==> src/rtl/deskew_collector.sv <==
// Deskews staggered systolic output lanes into aligned rows and buffers them in a small FIFO.
// Sticky flags report misaligned lane valids and rows dropped on a full FIFO.
module deskew_collector #(
    parameter int unsigned DATA_WIDTH = 8,
    parameter int unsigned NUM_LANES  = 4,
    parameter int unsigned FIFO_DEPTH = 4
) (
    input  logic                            clk,
    input  logic                            rst_n,
    input  logic [NUM_LANES-1:0]            lane_valid,
    input  logic [NUM_LANES*DATA_WIDTH-1:0] lane_data,
    output logic                            out_valid,
    input  logic                            out_ready,
    output logic [NUM_LANES*DATA_WIDTH-1:0] out_data,
    output logic                            align_err,
    output logic                            overflow,
    output logic [15:0]                     row_count
);

    localparam int unsigned ROW_W = NUM_LANES * DATA_WIDTH;
    localparam int unsigned AW    = (FIFO_DEPTH > 1) ? $clog2(FIFO_DEPTH) : 1;
    localparam int unsigned CW    = AW + 1;

    logic [NUM_LANES-1:0] av;
    logic [ROW_W-1:0]     row;

    // Lane k waits NUM_LANES-1-k cycles so every lane of a row lines up with the last lane.
    for (genvar k = 0; k < NUM_LANES; k++) begin : g_lane
        localparam int unsigned DEPTH = NUM_LANES - 1 - k;
        if (DEPTH == 0) begin : g_direct
            assign av[k]                           = lane_valid[k];
            assign row[k*DATA_WIDTH +: DATA_WIDTH] = lane_data[k*DATA_WIDTH +: DATA_WIDTH];
        end else begin : g_delay
            logic [DEPTH-1:0]                 vld_q, vld_d;
            logic [DEPTH-1:0][DATA_WIDTH-1:0] dat_q, dat_d;

            always_comb begin
                vld_d[0] = lane_valid[k];
                dat_d[0] = lane_data[k*DATA_WIDTH +: DATA_WIDTH];
                for (int s = 1; s < int'(DEPTH); s++) begin
                    vld_d[s] = vld_q[s-1];
                    dat_d[s] = dat_q[s-1];
                end
            end

            always_ff @(posedge clk or negedge rst_n) begin
                if (!rst_n) begin
                    vld_q <= '0;
                    dat_q <= '0;
                end else begin
                    vld_q <= vld_d;
                    dat_q <= dat_d;
                end
            end

            assign av[k]                           = vld_q[DEPTH-1];
            assign row[k*DATA_WIDTH +: DATA_WIDTH] = dat_q[DEPTH-1];
        end
    end

    logic [ROW_W-1:0] mem_q [FIFO_DEPTH];
    logic [ROW_W-1:0] mem_d [FIFO_DEPTH];
    logic [AW-1:0]    wr_ptr_q, wr_ptr_d;
    logic [AW-1:0]    rd_ptr_q, rd_ptr_d;
    logic [CW-1:0]    count_q, count_d;
    logic             out_valid_q, out_valid_d;
    logic [ROW_W-1:0] out_data_q, out_data_d;
    logic             align_err_q, align_err_d;
    logic             overflow_q, overflow_d;
    logic [15:0]      row_count_q, row_count_d;
    logic             row_push_c, pop_c, full_c, accept_c;

    // FIFO control: a full FIFO still accepts a row when the head is popped in the same cycle.
    always_comb begin
        row_push_c  = &av;
        pop_c       = out_valid_q && out_ready;
        full_c      = (count_q == CW'(FIFO_DEPTH));
        accept_c    = row_push_c && (!full_c || pop_c);

        mem_d       = mem_q;
        wr_ptr_d    = wr_ptr_q;
        rd_ptr_d    = rd_ptr_q;
        row_count_d = row_count_q;

        if (accept_c) begin
            mem_d[wr_ptr_q] = row;
            wr_ptr_d        = wr_ptr_q + AW'(1);
            row_count_d     = row_count_q + 16'd1;
        end
        if (pop_c) begin
            rd_ptr_d = rd_ptr_q + AW'(1);
        end

        count_d     = count_q + CW'(accept_c) - CW'(pop_c);
        out_valid_d = (count_d != '0);
        out_data_d  = mem_d[rd_ptr_d];
        align_err_d = align_err_q | ((av != '0) && !row_push_c);
        overflow_d  = overflow_q | (row_push_c && full_c && !pop_c);
    end

    always_ff @(posedge clk or negedge rst_n) begin
        if (!rst_n) begin
            for (int i = 0; i < int'(FIFO_DEPTH); i++) begin
                mem_q[i] <= '0;
            end
            wr_ptr_q    <= '0;
            rd_ptr_q    <= '0;
            count_q     <= '0;
            out_valid_q <= 1'b0;
            out_data_q  <= '0;
            align_err_q <= 1'b0;
            overflow_q  <= 1'b0;
            row_count_q <= '0;
        end else begin
            mem_q       <= mem_d;
            wr_ptr_q    <= wr_ptr_d;
            rd_ptr_q    <= rd_ptr_d;
            count_q     <= count_d;
            out_valid_q <= out_valid_d;
            out_data_q  <= out_data_d;
            align_err_q <= align_err_d;
            overflow_q  <= overflow_d;
            row_count_q <= row_count_d;
        end
    end

    assign out_valid = out_valid_q;
    assign out_data  = out_data_q;
    assign align_err = align_err_q;
    assign overflow  = overflow_q;
    assign row_count = row_count_q;

endmodule
==> config.mk <==
export PLATFORM = sky130hd
export DESIGN_NAME = deskew_collector
export DESIGN_NICKNAME = d
export VERILOG_FILES = /design/src/rtl/deskew_collector.sv
export SDC_FILE = /design/constraint.sdc
export NUM_CORES = 1
export LEC_CHECK = 0
export CAP_MARGIN = 10
export CELL_PAD_IN_SITES_DETAIL_PLACEMENT = 0
export CELL_PAD_IN_SITES_GLOBAL_PLACEMENT = 1
export CORE_MARGIN = 3
export CORE_UTILIZATION = 35
export CTS_BUF_LIST = sky130_fd_sc_hd__clkbuf_4 sky130_fd_sc_hd__clkbuf_8 sky130_fd_sc_hd__clkbuf_16
export DETAILED_ROUTE_END_ITERATION = 8
export GPL_ROUTABILITY_DRIVEN = 0
export PLACE_DENSITY = 0.61
export REMOVE_ABC_BUFFERS = 1
export SETUP_SLACK_MARGIN = 0.5
export SYNTH_ARGS = -nofsm -noshare
export SYNTH_HDL_FRONTEND = slang
export SYNTH_SLANG_ARGS = --single-unit
==> constraint.sdc <==
create_clock -name clk -period 5.4 [get_ports clk]
set_clock_uncertainty 0.2 [all_clocks]
set_input_delay 1.08 -clock clk [delete_from_list [all_inputs] [get_ports clk]]
set_output_delay 1.08 -clock clk [all_outputs]
set_load 0.005 [all_outputs]
; ---- After elaboration in Yosys (flattened, before gate mapping)
; Index checks and enable logic that the tools add are counted.
[word_totals]
inputBits = 39
register_bits = 240
elab_cells = 55
out_inout_bits = 51
[classes]
addsub = 5
magnitude_cmp = 3
muxes = 8
bitwise = 4
n_eq_ne = 1
n_reduce_logical = 13
[op_table]
columns = op, count
row1 = $bwmux 128, 1
row2 = $mux 128, 1
row3 = $mux 32, 3
row4 = $bmux 32 s2, 1
row5 = $demux 32 s2, 1
row6 = $add 16x1->16 const B, 1
row7 = $ge 3x3->1 const B, 2
row8 = $logic_and 1x1->1, 6
row9 = $not 2->3, 2
row10 = $add 2x1->2 const B, 2
row11 = $reduce_and 4->1, 1
row12 = $reduce_bool 4->1, 1
row13 = $add 3x1->3, 1
row14 = $eq 3x3->1 const B, 1
row15 = $logic_not 1->1, 3
row16 = $lt 3x1->1 const B, 1
row17 = $reduce_bool 3->1, 1
row18 = $sub 3x1->3, 1
row19 = $mux 2, 1
row20 = $or 1x1->1, 2
row21 = $logic_or 1x1->1, 1

; ---- Logic depth before layout (Yosys ltp)
; Gate-level depths: netlist (run 1).
[depth]
depth_word = 10
ltp_mapped = 12
depth_no_buf = 10

; ---- Worst setup path after synthesis (run 1)
; Ideal clock, no wire load.
[synth_timing]
kind = in2reg
from = input lane_valid[3]
to = register out_valid_q, in the netlist out_valid
setup_slack_ns = 1.522
t_arrival_ns = 3.546
stages = 12
cell_sequence = nand4_1 -> clkbuf_1 -> clkbuf_1 -> a21oi_1 -> inv_1 -> ha_1 -> inv_1 -> ha_1 -> fa_1 -> xnor2_1 -> xnor2_1 -> or3_1
[synth_between]
elab_chain_cells = 5
[synth_rtl]
columns = element, line
row1 = start: declaration, 10  ; input logic [NUM_LANES-1:0] lane_valid,
row2 = $reduce_and 4->1, 75  ; row_push_c = &av;
row3 = $logic_and 1x1->1, 78  ; accept_c = row_push_c && (!full_c || pop_c);
row4 = $add 3x1->3, 94  ; count_d = count_q + CW'(accept_c) - CW'(pop_c);
row5 = $sub 3x1->3, 94
row6 = net count_d[2], 65  ; logic [CW-1:0] count_q, count_d;
row7 = $reduce_bool 3->1, 95  ; out_valid_d = (count_d != '0);
row8 = net out_valid_d, 66  ; logic out_valid_q, out_valid_d;
row9 = end signal: assignment, 119  ; out_valid_q <= out_valid_d;
row10 = end: declaration, 66
; The timed path passes the listed nets, and every way through them passes these cells.
; A chain may end at the register's enable or synchronous reset.

; ---- Final worst setup path (run 1)
[layout_timing]
from = input out_ready
to = register out_data_q[30], in the netlist out_data[30]
[layout_between]
elab_chain_cells = 7
word_cells_on_any_way = 9
cone_classes = 5 x mux / 1 x bitwise / 3 x reduce/logical
[layout_rtl]
columns = element, line
row1 = start: declaration, 13  ; input logic out_ready,
row2 = $logic_and 1x1->1 *, 76  ; pop_c = out_valid_q && out_ready;
row3 = $logic_or 1x1->1, 78
row4 = $logic_and 1x1->1, 78
row5 = $mux 128, 85  ; if (accept_c) begin
row6 = $bmux 32 s2 *, 96  ; out_data_d = mem_d[rd_ptr_d];
row7 = $mux 32 (implied by the code) * (2 in series), 96
row8 = net out_data_d[30], 67  ; logic [ROW_W-1:0] out_data_q, out_data_d;
row9 = end signal: assignment, 120  ; out_data_q <= out_data_d;
row10 = end: declaration, 67
; Mark *: on every way through the listed nets, which the timed path passes. The rest lies on a longest branch. The select of a mux whose other input is x is not followed.

==> run metrics, run 1 <==
post-DP HPWL=15.1 mm; synth top area cells=dfrtp_1 56%, a211oi_1 18%, a21o_1 9.0%; status=completed; post-synth top area cell=dfrtp_1; period utilisation layout=68.5%; leading cell type in the layout, fill and taps excluded=a211oi_1; Core Footprint=0.0299 mm2; largest net degree at the start of global routing=131; Yosys warnings=0; clk_lat worst skew=530 ps; number of global-route vias before repair=8033; Buffers on Ports=89; Overflow after GRT=0; crit path launch type=input pin; commonest cells after routing, fill and taps aside=258 x a211oi_1, 239 x dfrtp_1, 135 x nand2_1; fin util=43.2%; Iter 0 DRT Violations=492; Vias/cell=5.52; DRT antenna net count=0; post_cts resized=0; maximum vdd drop=0.218 mV; WP data arrival=3910 ps; antenna diode count=0; setup_tns=0 ps; Hold Startpoint=g_lane[1].g_delay.dat_d[11]; final instance area=0.0129 mm2; RSZ-0062 raised after global routing=no; Die W=181 um; Mapped Avg Cell Area=11.1 um2; TritonCTS Buffers=29; fin crit period=3700 ps; hold buffers post-CTS=0; Worst Setup End Kind=register; Nets=1054; WL final=28.8 mm; clock root cell=clkbuf_16; clock slew at reported path FFs=60 ps; Fin. Hold Viols=0; Req. time, crit path=5610 ps; Cell Pwr Density=555 mW/mm2; drt first pass iters=7; share of cells above drive strength 1=8.94%; Synth Register Bits=240; setup slack after layout=1700 ps; CTS sink count=240; number of synthesized flops with an enable pin=0; drt wl/cell=20.3 um; mapped cell area=0.0107 mm2; endpoints failing setup=0; post-synth top area share=56.2%; max_cap viols=0; Worst Path Max Fanout=80; total number of vias=7839; CTS Buffer Depth=3; worst slew pin tran=1040 ps; Setup WS pre-CTS=1140 ps; Distinct cells, synth=35; Die Y=181 um; relative slew slack=30.5%; most common flop cell mapped by yosys=dfrtp_1; io pins=90; initial core utilization=35.8%; Die Area=0.0327 mm2; r2r setup slk=1810 ps; reg2reg start=count_q[2]; DR DRC count=0; Max Freq=270 MHz; first-pass GRT wire length=47.2 mm; TritonCTS clock tree=built; Setup Fix Bufs, Post-CTS=0; critical path launch point=out_ready; Design Power=0.00716 W; critical path type=in2reg; post-synthesis sequential area ratio=56.2%; initial antenna violation count=0; Slew Limit Fails=0; num rows=63; Layout area overhead=20.8%; Post-DP Area=0.0119 mm2; leakage=5.79 nW; H-tree depth=1; Hold Path Class=reg2reg; Tot GR Track Use=17.7%; Mapped Cells=964; Async S/R FF share, synth=100%
==> through the flow <==
stage          hold slack [ps]  cells
3_3_place_gp               133   1366
3_5_place_dp               135   1366
4_1_cts                    147   1419
2_1_floorplan              131    866
6_report                   143   1419
5_1_grt                    147   1419
==> cells by family (layout without fill, tap and decap cells) <==
group | Yosys count | count (layout) | share of synthesized area [%]
AO/OA/AOI/OAI | 396 | 396 | 28.4
flip-flops | 240 | 240 | 56.2
AND/OR/NAND/NOR | 191 | 191 | 8.06
buffers and inverters | 105 | 170 | 4.32
XOR/XNOR | 20 | 20 | 1.64
adder cells (fa/ha/maj) | 8 | 8 | 1.01
multiplexers | 4 | 4 | 0.387
==> worst max-delay path: stages <==
cell and delay [ps]:
clkdlybuf4s50_1 490, a211oi_4 240, buf_4 730, buf_4 640, a211oi_1 200, a211oi_1 340, nor4_2 60
==> power breakdown <==
part	switching, W	internal [W]	leakage (nW)	total (W)
Clock	0.000764	0.00121	0.488	0.00197
Combinational	0.00134	0.00104	2.28	0.00238
Sequential	0.000409	0.00240	3.02	0.00280
Total	0.00251	0.00465	5.79	0.00716
==> synth_stat cells (all sizes together) (4+ instances only) <==
cell type / instances
xnor2: 17
clkbuf: 75
a211oi: 259
nand2: 135
nand4: 5
a21o: 128
nor4: 33
o211ai: 4
buf: 23
nand3: 6
ha: 7
dfrtp: 240
and3: 4
inv: 7
==> state kept, by name (all words and copies together) (netlist names) <==
signal / count
align_err: 1
row_count: 16
out_valid: 1
rd_ptr_q: 2
g_lane.g_delay.dat_q: 24
wr_ptr_q: 2
out_data: 32
overflow: 1
count_q: 3
g_lane.g_delay.vld_q: 6
g_lane.g_delay.dat_d: 24
mem_q: 128
==> layer usage <==
metal | up-vias | GRT usage (%) | share of wire [%]
li1 | 3716 | - | -
met5 | - | 0 | 0
met4 | 0 | 3.04 | 1.2
met3 | 30 | 2.64 | 4.6
met1 | 3916 | 25.9 | 48
met2 | 177 | 28.3 | 46
==> layout make-up <==
type / instances / area (um2)
clock buffers: 40 / 865
clock inverters: 13 / 129
fillers: 2832 / 17000
inverters: 7 / 26.3
multi-input cells: 619 / 4290
flip-flops and latches: 240 / 6010
well taps: 390 / 488
repair buffers: 110 / 1100
==> path summary, 6_finish.rpt <==
path / endpoint / cells after the start
min: g_lane[1].g_delay.dat_q[11] / 0
min in group asynchronous: out_data[5] / 1
max: out_data[30] / 7
max reg2reg: out_data[3] / 5
min reg2reg: g_lane[1].g_delay.dat_q[11] / 0
max in group asynchronous: count_q[2] / 2
(Power assumes the default switching activity.)
==> run 2: changes to the inputs <==
- PLACE_DENSITY: 0.61 -> 0.63
- clock period: 5.4 -> 3.3 ns (I/O delays scaled with it)
==> run 2 against run 1 <==
Clock power grew 72%. Cell count grew 5.1%. Via count increased by 3.6%. Design area up 6.6%. Sequential power up 59%. Combinational power is 88% higher. Worst hold slack lost 1.6 ps. Setup slack got worse by 1100 ps. Die area is the same. Register-to-register slack worse by 1100 ps. Non-clock buffer count grew 73. Critical path type unchanged.
==> run metrics, run 2 (synthesis gave the netlist of run 1 again) <==
status=completed; number of global-route vias before repair=8481; Overflow after GRT=0; Die Area=0.0327 mm2; CTS Buffer Depth=3; period utilisation layout=82.3%; critical path type=in2reg; Cell Pwr Density=893 mW/mm2; io pins=90; RSZ-0062 raised after global routing=no; leakage=6.28 nW; commonest cells after routing, fill and taps aside=240 x a211oi_1, 239 x dfrtp_1, 135 x nand2_1; Core Footprint=0.0299 mm2; share of cells above drive strength 1=16.8%; met3 Use GR=2.58%; TritonCTS clock tree=built; DP Cell Count=1436; WP data arrival=2920 ps; TritonCTS Buffers=28; Hold Path Class=reg2reg; antenna diode count=0; Die Y=181 um; max reg flops=128; Max Freq=368 MHz; fin crit period=2710 ps; Slew Limit Fails=0; worst slew pin tran=727 ps; Design Power=0.0123 W; Req. time, crit path=3510 ps; CTS sink count=240; largest net degree at the start of global routing=80; Vias/cell=5.45; Nets=1126; crit path launch type=input pin; Tot GR Track Use=18.0%; setup_tns=0 ps; count of non-filler cells in the finished layout=1491; first-pass GRT wire length=48.1 mm; Fin. Hold Viols=0; drt first pass iters=5; num rows=63; Hold WS=141 ps; endpoints failing setup=0; max_cap viols=0; initial core utilization=35.8%; Register-to-Register Path Depth=5; Hold Startpoint=g_lane[1].g_delay.dat_d[15]; critical path launch point=lane_valid[3]; Post-DP Area=0.0126 mm2; WL final=29.4 mm; most flop-heavy register=mem_q; GR Util met2=29.0%; Worst Path Max Fanout=2; drt wl/cell=19.7 um; Worst Setup End Kind=register; DRT antenna net count=0; maximum vdd drop=0.436 mV; post-DP HPWL=17.1 mm; DR DRC count=0; grt met1 use=26.0%; Die W=181 um; Layout area overhead=28.8%; H-tree depth=1; clock root cell=clkbuf_16; clock slew at reported path FFs=60 ps; Iter 0 DRT Violations=528; final instance area=0.0138 mm2; relative slew slack=51.5%; hold path cells=0; layer with the highest usage=met2; Buffers on Ports=89; total number of vias=8124; reg2reg start=count_q[2]; leading cell type in the layout, fill and taps excluded=a211oi_1; initial antenna violation count=0; clk_lat worst skew=540 ps
==> run 2: cell type report <==
| type | instances | area (um2) |
|---|---|---|
| Sequential cell | 240 | 6010 |
| Tap cell | 390 | 488 |
| Fill cell | 2740 | 16100 |
| Clock buffer | 40 | 840 |
| Timing Repair Buffer | 183 | 1800 |
| Clock inverter | 12 | 190 |
| Multi-Input combinational cell | 619 | 4410 |
| Inverter | 7 | 26.3 |
==> run 2: path summary, 6_finish.rpt <==
path	to	slack (ps)
worst min-delay path	g_lane[1].g_delay.dat_q[15]	140
min in group asynchronous	out_data[29]	480
worst min register to register	g_lane[1].g_delay.dat_q[15]	140
worst max register to register	out_data[29]	760
max in group asynchronous	out_data[6]	1670
worst max-delay path	out_valid	590
==> run 2: timing repair <==
item | CTS | global route
hold endpoints to repair | 73 | 0
hold buffers | 1 | 0
setup endpoints to repair | 1 | 19
setup buffers | 1 | 1
resized for setup | 1 | 25
pin swaps | 1 | 1
==> run 2: power breakdown <==
group          internal, W  total [W]  switching, W
Combinational      0.00199    0.00447       0.00247
Clock              0.00215    0.00338       0.00123
Sequential         0.00392    0.00445      0.000523
Total              0.00807     0.0123       0.00422
==> run 2: per-stage QoR <==
step / util (%) / setup WS [ps]
2_1_floorplan: - / -4040
3_3_place_gp: 42.1 / -98.0
3_5_place_dp: 42.1 / -129
4_1_cts: 45.6 / 537
5_1_grt: 46.1 / 493
6_report: 46.1 / 585
==> run 2: critical path, stage by stage <==
cell and delay [ps]:
clkdlybuf4s50_1 470, nand4_1 130, a21oi_2 160, inv_1 60
ha_1 270, inv_1 40, ha_1 180, fa_2 360
xnor2_2 140, xnor2_1 150, or3_1 300
==> run 2: routing by layer <==
layer,up-vias,wire [um]
li1,3857,-
met1,4055,14000
met2,167,13700
met3,45,1130
met4,0,558
met5,-,0
